File: src/rtl/data_mem_arbiter.sv
// Round-robin arbiter sharing the single data_mem port between m0 (CPU) and m1 (DMA/loader).
// state  | meaning: IDLE = sample requests, ACCESS = drive data_mem and grant, RESP = return rdata/err.
module data_mem_arbiter #(
  parameter logic [31:0] BASE_ADDR = 32'h1000_0000,
  parameter int unsigned DEPTH     = 1024
) (
  input  logic        clk,
  input  logic        rst,
  input  logic        m0_req,
  input  logic        m0_we,
  input  logic [31:0] m0_addr,
  input  logic [31:0] m0_wdata,
  output logic        m0_gnt,
  output logic        m0_rvalid,
  output logic [31:0] m0_rdata,
  output logic        m0_err,
  input  logic        m1_req,
  input  logic        m1_we,
  input  logic [31:0] m1_addr,
  input  logic [31:0] m1_wdata,
  output logic        m1_gnt,
  output logic        m1_rvalid,
  output logic [31:0] m1_rdata,
  output logic        m1_err,
  output logic        mem_output_en,
  output logic        mem_MemWr,
  output logic [31:0] mem_address,
  output logic [31:0] mem_data_in,
  input  logic [31:0] mem_data_out
);

  localparam logic [31:0] LAST_ADDR = BASE_ADDR + 32'(4 * DEPTH) - 32'd4;

  typedef enum logic [1:0] {IDLE, ACCESS, RESP} state_t;

  state_t      state_q, state_d;
  logic        sel_q, sel_d;
  logic        we_q, we_d;
  logic [31:0] addr_q, addr_d;
  logic [31:0] wdata_q, wdata_d;
  logic        ok_q, ok_d;
  logic [31:0] rdata_q, rdata_d;
  logic        last_q, last_d;

  always_ff @(posedge clk) begin
    if (rst) begin
      state_q <= IDLE;
      sel_q   <= 1'b0;
      we_q    <= 1'b0;
      addr_q  <= '0;
      wdata_q <= '0;
      ok_q    <= 1'b0;
      rdata_q <= '0;
      last_q  <= 1'b1;  // pretend m1 went last so m0 wins the first tie
    end else begin
      state_q <= state_d;
      sel_q   <= sel_d;
      we_q    <= we_d;
      addr_q  <= addr_d;
      wdata_q <= wdata_d;
      ok_q    <= ok_d;
      rdata_q <= rdata_d;
      last_q  <= last_d;
    end
  end

  always_comb begin
    state_d = state_q;
    sel_d   = sel_q;
    we_d    = we_q;
    addr_d  = addr_q;
    wdata_d = wdata_q;
    ok_d    = ok_q;
    rdata_d = rdata_q;
    last_d  = last_q;
    case (state_q)
      IDLE: begin
        if (m0_req || m1_req) begin
          sel_d   = m1_req & (~m0_req | ~last_q);
          we_d    = sel_d ? m1_we    : m0_we;
          addr_d  = sel_d ? m1_addr  : m0_addr;
          wdata_d = sel_d ? m1_wdata : m0_wdata;
          ok_d    = (addr_d[1:0] == 2'b00) && (addr_d >= BASE_ADDR) && (addr_d <= LAST_ADDR);
          state_d = ACCESS;
        end
      end
      ACCESS: begin
        rdata_d = (ok_q && !we_q) ? mem_data_out : '0;
        state_d = RESP;
      end
      RESP: begin
        last_d  = sel_q;
        state_d = IDLE;
      end
      default: state_d = IDLE;
    endcase
  end

  logic in_access, in_resp, mem_drive;
  assign in_access = (state_q == ACCESS);
  assign in_resp   = (state_q == RESP);
  assign mem_drive = in_access & ok_q;

  assign m0_gnt    = in_access & ~sel_q;
  assign m1_gnt    = in_access &  sel_q;
  assign m0_rvalid = in_resp & ~sel_q;
  assign m1_rvalid = in_resp &  sel_q;
  assign m0_err    = in_resp & ~sel_q & ~ok_q;
  assign m1_err    = in_resp &  sel_q & ~ok_q;
  assign m0_rdata  = (in_resp & ~sel_q) ? rdata_q : '0;
  assign m1_rdata  = (in_resp &  sel_q) ? rdata_q : '0;

  // A write must never land on the edge that is also resetting the arbiter.
  assign mem_MemWr     = mem_drive & we_q & ~rst;
  assign mem_output_en = mem_drive & ~we_q;
  assign mem_address   = mem_drive ? addr_q  : '0;
  assign mem_data_in   = mem_drive ? wdata_q : '0;

endmodule

File: config.mk
export PLATFORM = sky130hd
export DESIGN_NAME = data_mem_arbiter
export DESIGN_NICKNAME = d
export VERILOG_FILES = /design/src/rtl/data_mem_arbiter.sv
export SDC_FILE = /design/constraint.sdc
export NUM_CORES = 1
export LEC_CHECK = 0
export ABC_AREA = 1
export ABC_CLOCK_PERIOD_IN_PS = 1500
export BUFFER_PORTS_ARGS = -buffer_cell sky130_fd_sc_hd__buf_2
export CAP_MARGIN = 20
export CORE_MARGIN = 2
export CORE_UTILIZATION = 35
export DETAILED_ROUTE_END_ITERATION = 12
export GPL_TIMING_DRIVEN = 0
export PLACE_DENSITY_LB_ADDON = 0.25
export SKIP_CTS_REPAIR_TIMING = 1
export SLEW_MARGIN = 20
export SYNTH_ARGS = -nofsm -noshare
export SYNTH_HDL_FRONTEND = slang
export SYNTH_SLANG_ARGS = --single-unit
File: constraint.sdc
create_clock -name clk -period 1.5 [get_ports clk]
set_input_delay 0.3 -clock clk [delete_from_list [all_inputs] [get_ports clk]]
set_output_delay 0.3 -clock clk [all_outputs]
set_load 0.01 [all_outputs]
==> impl_metrics.env, run 1 <==
export IMPL_status="finished with violations"
export IMPL_startpoint_type="flop"
export IMPL_drtIter0Drc=364
export IMPL_dieHeight_um=124
export IMPL_synth_cell_types=21
export IMPL_period_needed_ps=1840
export IMPL_fp_dieArea_um2=15400
export IMPL_first_pass_iters=5
export IMPL_portBuffers=301
export IMPL_place_gp_congestion=0.887
export IMPL_slew_viol_final=0
export IMPL_layout_common_cells="buf_2 (302), nor2_1 (138), nand2_1 (138)"
export IMPL_area_growth_pct=51.4
export IMPL_final_common_cell="buf_2"
export IMPL_cp_arrival_ps=1540
export IMPL_antenna_cells=0
export IMPL_synth_xor_area_frac=0
export IMPL_cts_sinks=102
export IMPL_dp_cells=1267
export IMPL_critPathKind="flop to output port"
export IMPL_dr_total_vias=6100
export IMPL_drive_gt1_frac=0.386
export IMPL_ir_drop_v=0.000559
export IMPL_drc_errors=0
export IMPL_synth_top_family_by_area="simple AND/OR/NAND/NOR gates"
export IMPL_synth_seq_area_share=0.404
export IMPL_track_usage=0.223
export IMPL_seqCellArea_um2=2050
export IMPL_worstSetupEndpointType="output port"
export IMPL_overflow=0
export IMPL_synthArstFlopShare=0
export IMPL_hold_viol=0
export IMPL_max_cap_violations=0
export IMPL_fillers=1482
export IMPL_path_max_fanout=10
export IMPL_total_leakage_power_nw=3.71
export IMPL_fin_nets=1276
export IMPL_die_w_um=124
export IMPL_r2r_start="last_q"
export IMPL_via_per_inst=4.71
export IMPL_clk_latency_ps=340
export IMPL_wire_per_inst_um=14.0
export IMPL_multi_input_area_um2=2540
export IMPL_fin_setup_tns_ps=-35390
export IMPL_hold_class="primary input to flop"
export IMPL_rows=43
export IMPL_totalWireLength_um=18200
export IMPL_cts_tree="built"
export IMPL_cts_buffers=9
export IMPL_worst_slack_ps=-340
export IMPL_syn_area_per_cell_um2=6.42
export IMPL_root_buffer="clkbuf_16"
export IMPL_yosys_mux_area_fraction=0
export IMPL_ys_flop_type="dfxtp_1"
export IMPL_min_delay_start="mem_data_out[26]"
export IMPL_grt_pass1_vias=5457
export IMPL_synth_edf_count=0
export IMPL_clockBufferDepth=2
export IMPL_post_dp_hpwl_um=14100
export IMPL_antenna_left=0
export IMPL_ys_warn_count=0
export IMPL_worstPathRequired_ps=1200
export IMPL_skew_ps=4.45
export IMPL_grt_start_max_net_pins=17
export IMPL_slew_headroom=0.634
export IMPL_initial_core_util=0.361
export IMPL_syn_area_um2=5050
export IMPL_synth_fp_nets=952
export IMPL_violations="setup timing"
export IMPL_grt_pass1_wl_um=26800
export IMPL_core_area_um2=14000
export IMPL_clk_pin_slew_ps=70
export IMPL_max_freq_mhz=543
export IMPL_ys_ff_latch=102
export IMPL_worst_pin_slew_ps=549
export IMPL_rrSetupSlack_ps=-140
export IMPL_synth_compound_area_share=0.196
export IMPL_utilization=0.547
export IMPL_fin_crit_sh=1.23
export IMPL_synth_simple_area_share=0.269
export IMPL_antenna_found_initial=0
export IMPL_setup_violations=148
export IMPL_postSynthCellCount=786
export IMPL_power_density_nw_per_um2=864
export IMPL_critical_path_startpoint="state_q[0]"
export IMPL_synthAdderAreaFrac=0
export IMPL_io_pin_count=302
export IMPL_fin_cells=1295
export IMPL_htreeDepth=3
export IMPL_rsz0062_at_grt="true"
==> state kept, by name (all words and copies together) (netlist names) <==
name / flops
rdata_q: 32
last_q: 1
state_q: 2
sel_q: 1
wdata_q: 32
ok_q: 1
addr_q: 32
we_q: 1
==> final timing paths <==
| kind | end | depth (start not counted) |
|---|---|---|
| worst max-delay path | mem_address[18] | 7 |
| worst min-delay path | rdata_q[26] | 3 |
| worst max register to register | wdata_q[7] | 6 |
| worst min register to register | addr_q[1] | 2 |
==> report_power, final <==
part	switching, mW	internal (mW)
registers	0.101	2.92
clock network	1.04	1.38
logic	0.701	0.457
==> synth_stat cells, types with 7 or more instances <==
master | number | share of area
clkbuf_1 | 31 | 0.023
o21ai_1 | 9 | 0.0089
o21ai_0 | 57 | 0.056
a31oi_1 | 59 | 0.073
nor2_1 | 184 | 0.14
a22oi_1 | 32 | 0.048
a21oi_1 | 7 | 0.0069
dfxtp_1 | 102 | 0.40
nand2_1 | 140 | 0.10
buf_2 | 23 | 0.023
nand3_1 | 19 | 0.019
inv_1 | 105 | 0.078
==> layer usage <==
metal  part of all wire  GRT usage  vias to the layer above
li1                   -          -                     3141
met1               0.44      0.285                     2712
met2               0.48      0.381                      226
met3              0.071     0.0435                       21
met4              0.015     0.0660                        0
met5                  0          0                        -
==> metrics by stage <==
stage	instance area (um^2)	hold WS, ps	setup WS, ps	total power [mW]
2_1_floorplan	5050	433	32.6	3.69
3_3_place_gp	6780	457	-664	4.14
3_5_place_dp	6780	457	-663	4.15
4_1_cts	7090	181	-1040	6.56
5_1_grt	7650	195	-392	6.92
6_report	7650	191	-340	6.61
==> area by class of cell <==
| cell class | count | share of cell area |
|---|---|---|
| clock buffers | 11 | 0.0330 |
| plain buffers | 59 | 0.0512 |
| clock inverters | 5 | 0.00753 |
| repair buffers | 313 | 0.224 |
| multi-input cells | 516 | 0.333 |
| inverters | 109 | 0.0540 |
| well taps | 180 | 0.0295 |
| flip-flops and latches | 102 | 0.268 |
==> worst max-delay path, cell delays in order, from the launching register on <==
cell,delay [ps]
dfxtp_2,330
inv_2,50
nor2_4,150
nand2_4,110
buf_12,160
buf_8,150
nor2_1,100
buf_2,140
==> cell families after synthesis <==
group                  count (synthesis)
AOI/OAI and AO/OA                    166
buffers and inverters                168
DFF                                  102
and+or+nand+nor                      350
No activity file was read; power rests on OpenSTA's default activity.
==> inputs of run 2 (changes only) <==
Settings changed: TNS_END_PERCENT from default to 30.
==> run 2 against run 1 <==
  * The flow still finishes with violations (setup timing)
  * Routed wire length down 0.36%
  * Global-route usage did not move
  * Utilization down 0.62 points
  * Power fell by 0.26%
  * Via count is 0.72% lower
  * Final area decreased by 1.1%
  * First-iteration DRC count grew 6.0%
  * Largest cell class unchanged
==> impl_metrics.env, run 2 (synthesis results as in run 1) <==
export IMPL_layout_common_cells="buf_2 (308), nor2_1 (138), nand2_1 (138)"
export IMPL_crit_family="buffers and inverters"
export IMPL_period_needed_ps=1840
export IMPL_dieHeight_um=124
export IMPL_path_max_fanout=10
export IMPL_clk_latency_ps=340
export IMPL_hold_class="primary input to flop"
export IMPL_slowest_delay_ps=320
export IMPL_fillers=1491
export IMPL_drive_gt1_frac=0.383
export IMPL_grt_pass1_wl_um=26800
export IMPL_rows=43
export IMPL_worstPathRequired_ps=1200
export IMPL_post_dp_hpwl_um=14100
export IMPL_crit_chain="inv_2 -> nor2_4 -> nand2_4 -> buf_12 -> buf_8 -> nor2_1 -> buf_2"
export IMPL_skew_ps=4.18
export IMPL_timing_critical_path_slowest_stage_cell="dfxtp_2"
export IMPL_largest_registers="addr_q: 32 flops, rdata_q: 32 flops, wdata_q: 32 flops"
export IMPL_rsz0062_at_grt="true"
export IMPL_totalWireLength_um=18100
export IMPL_startpoint_type="flop"
export IMPL_antenna_cells=0
export IMPL_track_usage=0.223
export IMPL_slew_headroom=0.632
export IMPL_overflow=0
export IMPL_fin_crit_sh=1.23
export IMPL_antenna_left=0
export IMPL_max_freq_mhz=542
export IMPL_ir_drop_v=0.000558
export IMPL_root_buffer="clkbuf_16"
export IMPL_fin_nets=1268
export IMPL_slew_viol_final=0
export IMPL_fp_dieArea_um2=15400
export IMPL_setup_violations=147
export IMPL_pre_cts_ws_ps=-663
export IMPL_final_common_cell="buf_2"
export IMPL_dr_total_vias=6056
export IMPL_worst_slack_ps=-344
export IMPL_cts_tree="built"
export IMPL_wire_per_inst_um=14.1
export IMPL_power_density_nw_per_um2=872
export IMPL_fin_cells=1287
export IMPL_cp_buffers_inverters=4
export IMPL_status="finished with violations"
export IMPL_fin_area_um2=7560
export IMPL_core_area_um2=14000
export IMPL_clockBufferDepth=2
export IMPL_dp_cells=1267
export IMPL_first_pass_iters=5
export IMPL_cp_arrival_ps=1540
export IMPL_drtIter0Drc=386
export IMPL_worst_pin_slew_ps=551
export IMPL_hold_slack_ps=190
export IMPL_die_w_um=124
export IMPL_drc_errors=0
export IMPL_htreeDepth=3
export IMPL_dpl_cell_area_um2=6780
export IMPL_violations="setup timing"
export IMPL_cts_buffers=9
export IMPL_via_per_inst=4.71
export IMPL_total_leakage_power_nw=3.66
export IMPL_hold_viol=0
export IMPL_antenna_found_initial=0
export IMPL_initial_core_util=0.361
export IMPL_worstSetupEndpointType="output port"
export IMPL_total_power_mw=6.59
export IMPL_grt_start_max_net_pins=17
export IMPL_critPathKind="flop to output port"
export IMPL_grt_pass1_vias=5457
export IMPL_max_cap_violations=0
export IMPL_clk_pin_slew_ps=70
export IMPL_area_growth_pct=49.7
export IMPL_place_gp_congestion=0.887
export IMPL_cts_sinks=102
export IMPL_io_pin_count=302
export IMPL_portBuffers=301
[run 2: changes by cell type in the layout (fill, tap and decap cells not counted)]
cell,before,now
buf_12,3,2
buf_6,19,18
clkbuf_2,1,2
clkbuf_1,20,18
buf_2,302,308
clkbuf_4,6,5
buf_4,17,7
[run 2: per-stage QoR]
step | utilization | TNS [ps]
6_report | 0.541 | -34680
4_1_cts | 0.507 | -89530
5_1_grt | 0.541 | -48970
2_1_floorplan | - | 0
3_5_place_dp | 0.485 | -44920
3_3_place_gp | 0.485 | -46210
[run 2: layout make-up]
| class | count | area, um^2 | area share |
|---|---|---|---|
| buffer | 59 | 378 | 0.0500 |
| inverter | 109 | 413 | 0.0546 |
| timing repair buffer | 305 | 1640 | 0.217 |
| clock buffer | 11 | 253 | 0.0334 |
| multi-input combinational | 516 | 2540 | 0.336 |
| tap | 180 | 225 | 0.0298 |
| clock inverter | 5 | 57.6 | 0.00761 |
| sequential | 102 | 2050 | 0.271 |
[run 2: worst register-to-register path: cells and delay by family (launching register included)]
| family | cells | cell delay, ps |
|---|---|---|
| buffers and inverters | 2 | 630 |
| flip-flops | 1 | 380 |
| AND/OR/NAND/NOR | 3 | 370 |
| AO/OA/AOI/OAI | 1 | 180 |
[run 2: power breakdown]
part | switching, mW | leakage, nW | internal [mW]
combinational | 0.700 | 2.68 | 0.447
sequential | 0.101 | 0.840 | 2.92
clock | 1.04 | 0.144 | 1.38
total | 1.84 | 3.66 | 4.75
[run 2: final timing paths]
kind,slack [ps],depth (start not counted),from,end
worst max-delay path,-340,7,state_q[0],mem_address[18]
worst min-delay path,190,3,mem_data_out[20],rdata_q[20]
worst max register to register,-140,6,last_q,wdata_q[7]
worst min register to register,490,2,addr_q[1],addr_q[1]
[run 2: layer usage]
metal / GRT usage / wire length [um] / vias to the layer above
li1: - / - / 3130
met1: 0.285 / 7950 / 2678
met2: 0.381 / 8610 / 227
met3: 0.0435 / 1280 / 21
met4: 0.0660 / 279 / 0
met5: 0 / 0 / -
==> inputs of run 3 (changes only) <==
Settings changed: BUFFER_PORTS_ARGS -buffer_cell sky130_fd_sc_hd__buf_2 to -buffer_cell sky130_fd_sc_hd__clkbuf_2.
==> run 3 against run 2 <==
  * The flow still finishes with violations (setup timing)
  * Global-route usage rose by 0.10 points
  * Critical endpoint is now mem_address[14]
  * Critical path type unchanged
  * Clock skew is 2.5 ps higher
  * Clock power increased by 8.3%
  * Sequential cell count unchanged
==> impl_metrics.env, run 3 (synthesis results as in run 1) <==
export IMPL_status="finished with violations"
export IMPL_violations="setup timing"
export IMPL_critPathKind="flop to output port"
export IMPL_fin_setup_tns_ps=-34430
export IMPL_fp_dieArea_um2=15400
export IMPL_slew_headroom=0.628
export IMPL_pwr_share_seq=0.446
export IMPL_clk_pin_slew_ps=70
export IMPL_power_density_nw_per_um2=894
export IMPL_root_buffer="clkbuf_16"
export IMPL_grt_pass1_vias=5591
export IMPL_worst_slack_ps=-304
export IMPL_first_pass_iters=5
export IMPL_antenna_found_initial=0
export IMPL_cts_tree="built"
export IMPL_die_w_um=124
export IMPL_fin_crit_sh=1.20
export IMPL_drive_gt1_frac=0.380
export IMPL_worstPathRequired_ps=1200
export IMPL_rsz0062_at_grt="true"
export IMPL_rows=43
export IMPL_fillers=1463
export IMPL_totalWireLength_um=18200
export IMPL_post_dp_hpwl_um=14200
export IMPL_cts_sinks=102
export IMPL_pre_cts_ws_ps=-622
export IMPL_clockBufferDepth=2
export IMPL_layout_common_cells="clkbuf_2 (238), nor2_1 (138), nand2_1 (138)"
export IMPL_antenna_cells=0
export IMPL_hold_slack_ps=189
export IMPL_power_net_switching_mw=1.82
export IMPL_max_freq_mhz=554
export IMPL_max_cap_violations=0
export IMPL_total_leakage_power_nw=3.66
export IMPL_portBuffers=301
export IMPL_htreeDepth=3
export IMPL_p_comb_frac=0.168
export IMPL_place_gp_congestion=0.926
export IMPL_skew_ps=6.63
export IMPL_drtIter0Drc=406
export IMPL_worst_pin_slew_ps=559
export IMPL_drc_errors=0
export IMPL_core_area_um2=14000
export IMPL_worstSetupEndpointType="output port"
export IMPL_p_sw_frac=0.268
export IMPL_largest_registers="addr_q: 32 flops, rdata_q: 32 flops, wdata_q: 32 flops"
export IMPL_io_pin_count=302
export IMPL_cts_buffers=9
export IMPL_overflow=0
export IMPL_via_per_inst=4.78
export IMPL_power_internal_mw=4.96
export IMPL_track_usage=0.224
export IMPL_cp_arrival_ps=1500
export IMPL_period_needed_ps=1800
export IMPL_hold_class="primary input to flop"
export IMPL_area_growth_pct=50.2
export IMPL_dr_total_vias=6148
export IMPL_hold_viol=0
export IMPL_dieHeight_um=124
export IMPL_clk_latency_ps=340
export IMPL_antenna_left=0
export IMPL_grt_pass1_wl_um=26900
export IMPL_setup_violations=153
export IMPL_p_clk_frac=0.386
export IMPL_grt_start_max_net_pins=16
export IMPL_ir_drop_v=0.000650
export IMPL_final_common_cell="clkbuf_2"
export IMPL_path_max_fanout=10
export IMPL_fin_nets=1268
export IMPL_initial_core_util=0.361
export IMPL_wire_per_inst_um=14.1
export IMPL_slew_viol_final=0
export IMPL_startpoint_type="flop"
-- run 3: cell types whose count changed in the layout (fill, tap and decap cells not counted), sizes merged --
cell | previous run | this run
inv | 108 | 109
bufinv | 1 | 2
buf | 338 | 101
clkinvlp | 4 | 0
clkbuf | 37 | 276
-- run 3: worst max-delay path: stages (launching register included) --
cell and delay, ps:
dfxtp_1 320, inv_2 50, nor2_4 130, nand2_4 100, buf_12 160, buf_8 150, nor2_2 90, buf_2 140
-- run 3: final timing paths --
check                   startpoint               to  slack, ps  cells past startpoint
setup reg to reg            last_q       wdata_q[4]       -150                      6
setup / recovery        state_q[0]  mem_address[14]       -300                      7
hold reg to reg          addr_q[1]        addr_q[1]        470                      2
hold / removal    mem_data_out[26]      rdata_q[26]        190                      3
-- run 3: layer usage --
metal | global-route usage | wire length, um | part of all wire | up-vias
met3 | 0.0504 | 1390 | 0.076 | 20
met1 | 0.274 | 7790 | 0.43 | 2766
met5 | 0 | 0 | 0 | -
met2 | 0.394 | 8760 | 0.48 | 237
li1 | - | - | - | 3125
met4 | 0.0639 | 269 | 0.015 | 0
-- run 3: stage by stage --
stage | total power, mW | util | instances | instance area (um^2)
after CTS | 6.76 | 0.509 | 1283 | 7120
after global placement | 4.14 | 0.485 | 1267 | 6780
after detailed placement | 4.15 | 0.485 | 1267 | 6780
after global routing | 7.09 | 0.542 | 1287 | 7580
final | 6.78 | 0.542 | 1287 | 7580
after floorplan | 3.69 | - | 786 | 5050
-- run 3: power by group through the flow --
stage               registers (mW)  clock network, mW  logic (mW)
floorplan                     3.05                  0       0.641
global placement              3.07                  0        1.07
detailed placement            3.08                  0        1.08
CTS                           3.02               2.66        1.08
global route                  3.05               2.76        1.28
finish                        3.02               2.62        1.14
-- run 3: final cells by class --
cell class                 count  area (um^2)  area share
clock buffer                  13          270      0.0356
sequential                   102         2050       0.270
buffer                        59          390      0.0515
timing repair buffer         305         1640       0.216
multi-input combinational    516         2540       0.335
inverter                     109          409      0.0539
tap                          180          225      0.0297
clock inverter                 3         65.1     0.00858
